==> src/rtl/vga_state_display.sv <==
// VGA timing generator with a game-state screen selector.
// One clock domain: a divider produces a pixel enable (pe) that gates every
// register update. The counters drive ADDRH/ADDRV directly; the frame source
// answers on CIN within one pixel, and COUT/HS/VS are registered one pixel
// later so that all three line up on the DAC side.
// MASTER_STATE is sampled only at the first pixel of a frame, so a frame is
// never split between two screens. Won/lost fills can blink with a period
// measured in frames.
module vga_state_display #(
    parameter int CLK_DIV      = 2,
    parameter int H_ACTIVE     = 640,
    parameter int H_FP         = 16,
    parameter int H_SYNC       = 96,
    parameter int H_BP         = 48,
    parameter int V_ACTIVE     = 480,
    parameter int V_FP         = 10,
    parameter int V_SYNC       = 2,
    parameter int V_BP         = 33,
    parameter int COLOUR_W     = 8,
    parameter int BLINK_FRAMES = 30
) (
    input  logic                CLK,
    input  logic                RESET_N,
    input  logic [1:0]          MASTER_STATE,
    input  logic                BLINK_EN,
    input  logic [COLOUR_W-1:0] WON_COLOUR,
    input  logic [COLOUR_W-1:0] LOST_COLOUR,
    input  logic [COLOUR_W-1:0] CIN,
    output logic [9:0]          ADDRH,
    output logic [8:0]          ADDRV,
    output logic [COLOUR_W-1:0] COUT,
    output logic                HS,
    output logic                VS,
    output logic                FRAME_START
);

    localparam int H_TOTAL = H_ACTIVE + H_FP + H_SYNC + H_BP;
    localparam int V_TOTAL = V_ACTIVE + V_FP + V_SYNC + V_BP;

    localparam logic [9:0] H_LAST   = 10'(H_TOTAL - 1);
    localparam logic [9:0] H_VIS    = 10'(H_ACTIVE);
    localparam logic [9:0] H_SYNC_S = 10'(H_ACTIVE + H_FP);
    localparam logic [9:0] H_SYNC_E = 10'(H_ACTIVE + H_FP + H_SYNC);

    localparam logic [9:0] V_LAST   = 10'(V_TOTAL - 1);
    localparam logic [9:0] V_VIS    = 10'(V_ACTIVE);
    localparam logic [9:0] V_SYNC_S = 10'(V_ACTIVE + V_FP);
    localparam logic [9:0] V_SYNC_E = 10'(V_ACTIVE + V_FP + V_SYNC);

    localparam int DIV_W = (CLK_DIV > 1) ? $clog2(CLK_DIV) : 1;
    localparam logic [DIV_W-1:0] DIV_LAST = DIV_W'(CLK_DIV - 1);

    localparam int FC_W = (BLINK_FRAMES > 1) ? $clog2(BLINK_FRAMES) : 1;
    localparam logic [FC_W-1:0] FC_LAST = FC_W'(BLINK_FRAMES - 1);

    logic [DIV_W-1:0]    div_cnt;
    logic                pe;
    logic [9:0]          hcnt;
    logic [9:0]          vcnt;
    logic [9:0]          h_next;
    logic [9:0]          v_next;
    logic                h_wrap;
    logic                visible;
    logic                next_visible;
    logic                hs_raw;
    logic                vs_raw;
    logic                frame_pe;
    logic [1:0]          state_q;
    logic [1:0]          state_eff;
    logic [FC_W-1:0]     frame_cnt;
    logic [FC_W-1:0]     frame_cnt_nx;
    logic                blink_phase;
    logic                phase_nx;
    logic [COLOUR_W-1:0] pixel_colour;

    // Pixel enable on the last cycle of each divider period; CLK_DIV=1 makes it constant.
    assign pe = (div_cnt == DIV_LAST);

    // Divider counting CLK cycles within a pixel period.
    always_ff @(posedge CLK or negedge RESET_N) begin
        if (!RESET_N) begin
            div_cnt <= '0;
        end else if (pe) begin
            div_cnt <= '0;
        end else begin
            div_cnt <= div_cnt + 1'b1;
        end
    end

    // Next counter values, visibility and raw (undelayed) sync levels.
    always_comb begin
        h_wrap       = (hcnt == H_LAST);
        h_next       = h_wrap ? 10'd0 : hcnt + 10'd1;
        v_next       = vcnt;
        if (h_wrap) begin
            v_next = (vcnt == V_LAST) ? 10'd0 : vcnt + 10'd1;
        end
        visible      = (hcnt < H_VIS) && (vcnt < V_VIS);
        next_visible = (h_next < H_VIS) && (v_next < V_VIS);
        hs_raw       = !((hcnt >= H_SYNC_S) && (hcnt < H_SYNC_E));
        vs_raw       = !((vcnt >= V_SYNC_S) && (vcnt < V_SYNC_E));
        frame_pe     = pe && (hcnt == 10'd0) && (vcnt == 10'd0);
    end

    // Raster counters; the address outputs follow the counters in the same edge.
    always_ff @(posedge CLK or negedge RESET_N) begin
        if (!RESET_N) begin
            hcnt  <= '0;
            vcnt  <= '0;
            ADDRH <= '0;
            ADDRV <= '0;
        end else if (pe) begin
            hcnt  <= h_next;
            vcnt  <= v_next;
            ADDRH <= next_visible ? h_next : 10'd0;
            ADDRV <= next_visible ? v_next[8:0] : 9'd0;
        end
    end

    // Frame-boundary view of state and blink: pixel (0,0) already uses the new frame's values.
    always_comb begin
        state_eff    = state_q;
        frame_cnt_nx = frame_cnt;
        phase_nx     = blink_phase;
        if (frame_pe) begin
            state_eff = MASTER_STATE;
            if (MASTER_STATE != state_q) begin
                frame_cnt_nx = '0;
                phase_nx     = 1'b0;
            end else if (frame_cnt == FC_LAST) begin
                frame_cnt_nx = '0;
                phase_nx     = ~blink_phase;
            end else begin
                frame_cnt_nx = frame_cnt + 1'b1;
            end
        end
    end

    // Screen state and blink bookkeeping, updated only at the start of a frame.
    always_ff @(posedge CLK or negedge RESET_N) begin
        if (!RESET_N) begin
            state_q     <= '0;
            frame_cnt   <= '0;
            blink_phase <= 1'b0;
        end else if (frame_pe) begin
            state_q     <= MASTER_STATE;
            frame_cnt   <= frame_cnt_nx;
            blink_phase <= phase_nx;
        end
    end

    // Colour of the pixel whose address is currently presented to the frame source.
    always_comb begin
        pixel_colour = '0;
        if (visible) begin
            case (state_eff)
                2'd1:    pixel_colour = CIN;
                2'd2:    pixel_colour = (BLINK_EN && phase_nx) ? '0 : WON_COLOUR;
                2'd3:    pixel_colour = (BLINK_EN && phase_nx) ? '0 : LOST_COLOUR;
                default: pixel_colour = '0;
            endcase
        end
    end

    // Output stage: colour and syncs leave together, one pixel after the address.
    always_ff @(posedge CLK or negedge RESET_N) begin
        if (!RESET_N) begin
            COUT        <= '0;
            HS          <= 1'b1;
            VS          <= 1'b1;
            FRAME_START <= 1'b0;
        end else begin
            FRAME_START <= frame_pe;
            if (pe) begin
                COUT <= pixel_colour;
                HS   <= hs_raw;
                VS   <= vs_raw;
            end
        end
    end

endmodule

==> config.mk <==
export PLATFORM = sky130hd
export DESIGN_NAME = vga_state_display
export DESIGN_NICKNAME = d
export VERILOG_FILES = /design/src/rtl/vga_state_display.sv
export SDC_FILE = /design/constraint.sdc
export NUM_CORES = 1
export LEC_CHECK = 0
export BUFFER_PORTS_ARGS = -buffer_cell sky130_fd_sc_hd__buf_2
export CORE_MARGIN = 5
export CORE_UTILIZATION = 50
export DETAILED_ROUTE_END_ITERATION = 12
export GPL_TIMING_DRIVEN = 0
export HOLD_SLACK_MARGIN = 0.03
export PLACE_DENSITY_LB_ADDON = 0.05
export SLEW_MARGIN = 5
export SYNTH_ARGS = -nofsm -noshare
export SYNTH_HDL_FRONTEND = slang
export SYNTH_SLANG_ARGS = --single-unit
==> constraint.sdc <==
create_clock -name CLK -period 2.13 [get_ports CLK]
set_input_delay 0.1065 -clock CLK [delete_from_list [all_inputs] [get_ports CLK]]
set_output_delay 0.1065 -clock CLK [all_outputs]
set_load 0.02 [all_outputs]
# Word level (Yosys, flattened, before mapping)
# Index checks and enable logic that the tools add are counted.
totals:
  latchBits: 0
  out_inout_bits: 30
  regBits: 59
  mem_bits_ro: 0
  mem_bits_rw: 0
  n_memories: 0
op_classes:
  n_mul: 0
  mux: 16
  div_mod_pow: 0
  eq_ne: 7
  n_bitwise: 1
  order_cmp: 8
  shifts: 0
  n_reduce_logical: 11
  add_sub_neg: 4
ops:
  columns: ["cell", "n"]
  rows:
  - ["$mux W10", 4]
  - ["$lt A10 B10 Y1 const B", 3]
  - ["$lt A10 B9 Y1 const B", 3]
  - ["$mux W8", 3]
  - ["$pmux W8 S3", 1]
  - ["$add A10 B1 Y10 const B", 2]
  - ["$eq A10 B10 Y1 const B", 2]
  - ["$logic_not A10 Y1", 2]
  - ["$ge A10 B10 Y1 const B", 1]
  - ["$ge A10 B9 Y1 const B", 1]
  - ["$mux W5", 2]
  - ["$mux W9", 1]
  - ["$logic_and A1 B1 Y1", 7]
  - ["$add A5 B1 Y5 const B", 1]
  - ["$eq A5 B5 Y1 const B", 1]
  - ["$eq A2 B2 Y1 const B", 2]
  - ["$mux W1", 4]
  - ["$eq A2 B1 Y1 const B", 1]
  - ["$logic_not A1 Y1", 2]
  - ["$mux W2", 1]
  - ["$ne A2 B2 Y1", 1]
  - ["$add A1 B1 Y1 const B", 1]
  - ["$not A1 Y1", 1]

# Depth between registers and ports, before layout
depth:
  ltp_word: 8
  depth_mapped: 10

# Worst setup path before layout
# Ideal clock, no wire load.
synth_timing:
  kind: "register -> register"
  from: "reg hcnt[5]"
  to: "reg ADDRH[2]"
  setup_time_ns: 0.122
  required_time_ns: 2.008
  path_stages_with_launch: 9
  synth_period_minus_slack_ns: 2.325
  path_slack_ns: -0.195
  arrival_ns: 2.204
  cell_sequence: "dfrtp_1 buf_6 or4b_4 nor4_4 xor2_1 nand3_2 o21ai_4 buf_6 o2bb2ai_1"
synth_via:
  elab_chain_len: 5
  word_cells_on_any_way: 8
  classes_between: "add/sub (1); order compare (2); eq/ne (1); mux (3); reduce/logical (1)"
synth_lines:
  columns: ["element", "line_no", "rtl"]
  rows:
  - ["start, declared", "58", "logic [9:0] hcnt;"]
  - ["start signal, assigned", "113", "hcnt <= h_next;"]
  - ["$add A10 B1 Y10 or $eq A10 B10 Y1 (tied branches)", "93, 92", null]
  - ["$mux W10, on equally long branches", "93, 95", null]
  - ["$lt A10 B10 Y1 or $lt A10 B9 Y1 (tied branches)", "99", "next_visible = (h_next < H_VIS) && (v_next < V_VIS);"]
  - ["$logic_and A1 B1 Y1", "99", null]
  - ["$mux W10 *", "115", "ADDRH <= next_visible ? h_next : 10'd0;"]
  - ["end signal, assigned", "115", null]
  - ["end, declared", "29", "output logic [9:0] ADDRH,"]
# Every way passes the cells marked *; elsewhere a longest branch is shown, timed or not.
# A chain may end at the register's enable or synchronous reset.

# Worst setup path after layout
layout_timing:
  from: "reg hcnt[6]"
  to: "reg ADDRV[0]"
layout_via:
  elab_chain_len: 5
  word_cells_on_any_way: 8
  classes_between: "add/sub (1); order compare (2); eq/ne (1); mux (3); reduce/logical (1)"
layout_lines:
  columns: ["element", "line_no", "rtl"]
  rows:
  - ["$add A10 B1 Y10 or $eq A10 B10 Y1 (tied branches)", "93, 92", null]
  - ["$mux W10, on equally long branches", "93, 95", null]
  - ["$lt A10 B10 Y1 or $lt A10 B9 Y1 (tied branches)", "99", null]
  - ["$logic_and A1 B1 Y1", "99", null]
  - ["$mux W9 *", "116", "ADDRV <= next_visible ? v_next[8:0] : 9'd0;"]
  - ["end signal, assigned", "116", null]
  - ["end, declared", "30", "output logic [8:0] ADDRV,"]
# Marks and branches as above.

==> flow_summary.toml <==
[run_status]
status = "finished with violations"
violations = "negative setup slack"

[sta]
setup_violations = 28
max_slew_margin_pct = 48.43
hold_violations = 0
setup_tns_ns = -4.302
slew_violations = 0
rsz0062_at_grt = "true"
finalCritPeriodShare_pct = 111.1
worst_slew_pin_slew_ns = 0.7736
fmax_mhz = 422.8
hold_slack_ns = 0.06382
skew_ns = 0.007422
fin_ws_ns = -0.2355
period_needed_ns = 2.365

[drt]
first_iter_violations = 204
wire_per_inst_um = 16.99
num_vias = 2894
ant_nets = 0
drcViolationCount = 0
vias_per_cell = 5.663
first_pass_iters = 4
routed_wl_mm = 8.682

[pwr]
leakage_nw = 2.114
power_density_nw_per_um2 = 547.3
combPwrFrac_pct = 5.9
irDropWorstVdd_mv = 0.5548
clkPwrFrac_pct = 47.5
seqPwrFrac_pct = 46.6
internal_power_mw = 1.922
p_switching_mw = 0.5478
p_sw_share_pct = 22.18
finalPower_mw = 2.469

[yosys]
synth.distinct_cells = 52
synth_edf_count = 0
synth_top_family_by_area = "simple AND/OR/NAND/NOR gates"
ys.warnings.count = 0
yosysTopAreaCell = "dfrtp_1"
avgSynthCellArea_um2 = 9.800
synth_xor_area_share_pct = 5.619
synth-adder-area-share_pct = 2.294
synth_top_area_share_pct = 43.58
yosysSeqAreaShare_pct = 45.18
ys.flop_type = "dfrtp_1"
synth_nets = 369
async_reset_ff_share_pct = 100.0
yosys-mux-area-fraction_pct = 3.746
synthTopCellsByArea = "dfrtp_1, nand2_1, xnor2_1, o2bb2ai_1, o21ai_0"
synth-compound-area-share_pct = 15.18
synth_cells = 334
ys_ff_latch = 59
synth_simple_gate_area_share_pct = 19.42
syn_area_um2 = 3273

[worst_hold_path]
hold_class = "in2reg"

[clock_tree]
clock_path_buffers = 2
cts_tree = "yes"
cts-htree-levels = 3
clkSinkCount = 59
root_buffer = "clkbuf_8"
clkTransAtPathRegs_ns = 0.07
worstSkewPairLatency_ns = 0.34
cts_buffers = 9

[floorplanning]
io_pins = 59
fp.dieW_um = 90.91
rows = 29
start_util_pct = 51.55
die_area_um2 = 8265
core-area_um2 = 6350
die_h_um = 90.91

[setup_path]
cpLargestDelayFamily = "simple AND/OR/NAND/NOR gates"
cp_max_fo = 5
critical_path.endpoint_type = "flop"
crit_path_top_delay_cell = "or4b_4"
arrival_ns = 2.59
crit_chain = "or4b_4 -> nor4_4 -> buf_4 -> xor2_2 -> nand3_2 -> o21ai_4 -> buf_6 -> o2bb2ai_2"
start_kind = "flop"
cp_num_buf_inv = 2
critical_path.max_stage_delay_ns = 0.60
crit_type = "reg2reg"
cp.required_ns = 2.35

[grt]
met1_usage_pct = 29.60
overflow = 0
grt_max_degree = 60
grt_pass1_wl_mm = 14.63
grt_use_met3_pct = 4.667
antenna_found_initial = 0
busiest_layer = "met2"
grt_pass1_vias = 2940
globalRouteMet2Util_pct = 33.90
grt_usage_pct = 21.96

[layout]
fin_util_pct = 71.05
insertedDiodeCount = 0
syn2layout_area_growth_pct = 37.84
n_fill_cell = 449
drive_gt1_share_pct = 39.63
nNetsFinal = 464

[placement]
gp_congestion = 0.8965
place_hpwl_mm = 5.332
port_buffers = 58

[job]
maxCapViolCount = 0
## metrics by stage
step / setup slack (ns) / cell area, um^2 / instances
floorplan: -0.08554 / 3312 / 334
global placement: -0.5679 / 3699 / 469
detailed placement: -0.5280 / 3701 / 469
CTS: -0.3693 / 4392 / 508
global route: -0.3113 / 4512 / 511
finish: -0.2355 / 4512 / 511
## cells in the final DEF, fill, tap and decap left out, drive strengths merged, types with 5 or more instances in the layout
master,count
nand4,6
nor3,9
dfrtp,57
nor2,14
o221ai,8
clkbuf,18
buf,94
o2bb2ai,16
mux2i,11
inv,22
ha,6
nor4,5
nand3,20
nand2,48
and3,5
o21ai,26
xnor2,17
## metal layers
metal  up-vias  part of all wire [%]
met2       108                    47
met3        14                   7.8
met1      1400                    44
met5         -                     0
li1       1372                     -
met4         0                   1.6
## power groups by stage
stage                     logic, mW  clock network [mW]  registers, mW
after global placement        0.132                   0           1.17
after global routing          0.164                1.24           1.15
after CTS                     0.158                1.19           1.15
final                         0.147                1.17           1.15
after detailed placement      0.135                   0           1.17
after floorplan              0.0449                   0           1.19
## state kept, by name, indices dropped and copies added (netlist names)
| register | count |
|---|---|
| ADDRH | 10 |
| ADDRV | 9 |
| COUT | 8 |
| FRAME_START | 1 |
| HS | 1 |
| VS | 1 |
| blink_phase | 1 |
| div_cnt | 1 |
| frame_cnt | 5 |
| hcnt | 10 |
| state_q | 2 |
| vcnt | 10 |
## Yosys cell counts (all sizes together), types with 6 or more instances
master,instances
nor2,14
dfrtp,57
nor3,9
inv,22
nand2,48
o221ai,8
buf,7
mux2i,11
ha,6
nand3,20
clkbuf,11
nand4,6
xnor2,17
o21ai,26
o2bb2ai,16
## worst min-delay path: stages
cell and delay (ns):
buf_2 0.08, mux2i_1 0.05, o221ai_1 0.13
## cells by family (layout without fill, tap and decap cells)
kind of cell             after synthesis  in the layout
XOR/XNOR                              21             21
adder cells (fa/ha/maj)                6              6
AO/OA/AOI/OAI                         69             69
multiplexers                          11             11
flip-flops                            59             59
AND/OR/NAND/NOR                      125            125
buffers and inverters                 43            143
## timing repair
action,in CTS,in global routing
pin swaps,20,15
endpoints found under the setup margin,43,43
gates cloned,2,0
resized for setup,51,27
setup buffers,22,7
hold endpoints to repair,58,0
hold buffers,2,0
## path summary, 6_finish.rpt
kind / start / endpoint / slack, ns / cells after the start
worst max-delay path: hcnt[6]$_DFFE_PN0P_ / ADDRV[0]$_DFFE_PN0P_ / -0.24 / 8
min in group asynchronous: RESET_N / hcnt[2]$_DFFE_PN0P_ / 0.37 / 2
worst min-delay path: LOST_COLOUR[7] / COUT[7]$_DFFE_PN0P_ / 0.06 / 3
max in group asynchronous: RESET_N / hcnt[6]$_DFFE_PN0P_ / 1.18 / 2
worst max register to register: hcnt[6]$_DFFE_PN0P_ / ADDRV[0]$_DFFE_PN0P_ / -0.24 / 8
worst min register to register: ADDRH[1]$_DFFE_PN0P_ / ADDRH[1]$_DFFE_PN0P_ / 0.48 / 1
## layout make-up
| type | instances | area (um^2) | area share (%) |
|---|---|---|---|
| multi-input combinational | 232 | 1862 | 41.26 |
| sequential | 59 | 1484 | 32.89 |
| timing repair buffer | 89 | 580.6 | 12.87 |
| buffer | 15 | 175.2 | 3.882 |
| clock buffer | 12 | 155.1 | 3.439 |
| tap | 77 | 96.34 | 2.135 |
| inverter | 23 | 86.33 | 1.913 |
| clock inverter | 4 | 72.57 | 1.608 |
Power figures use the tool's default switching activity.
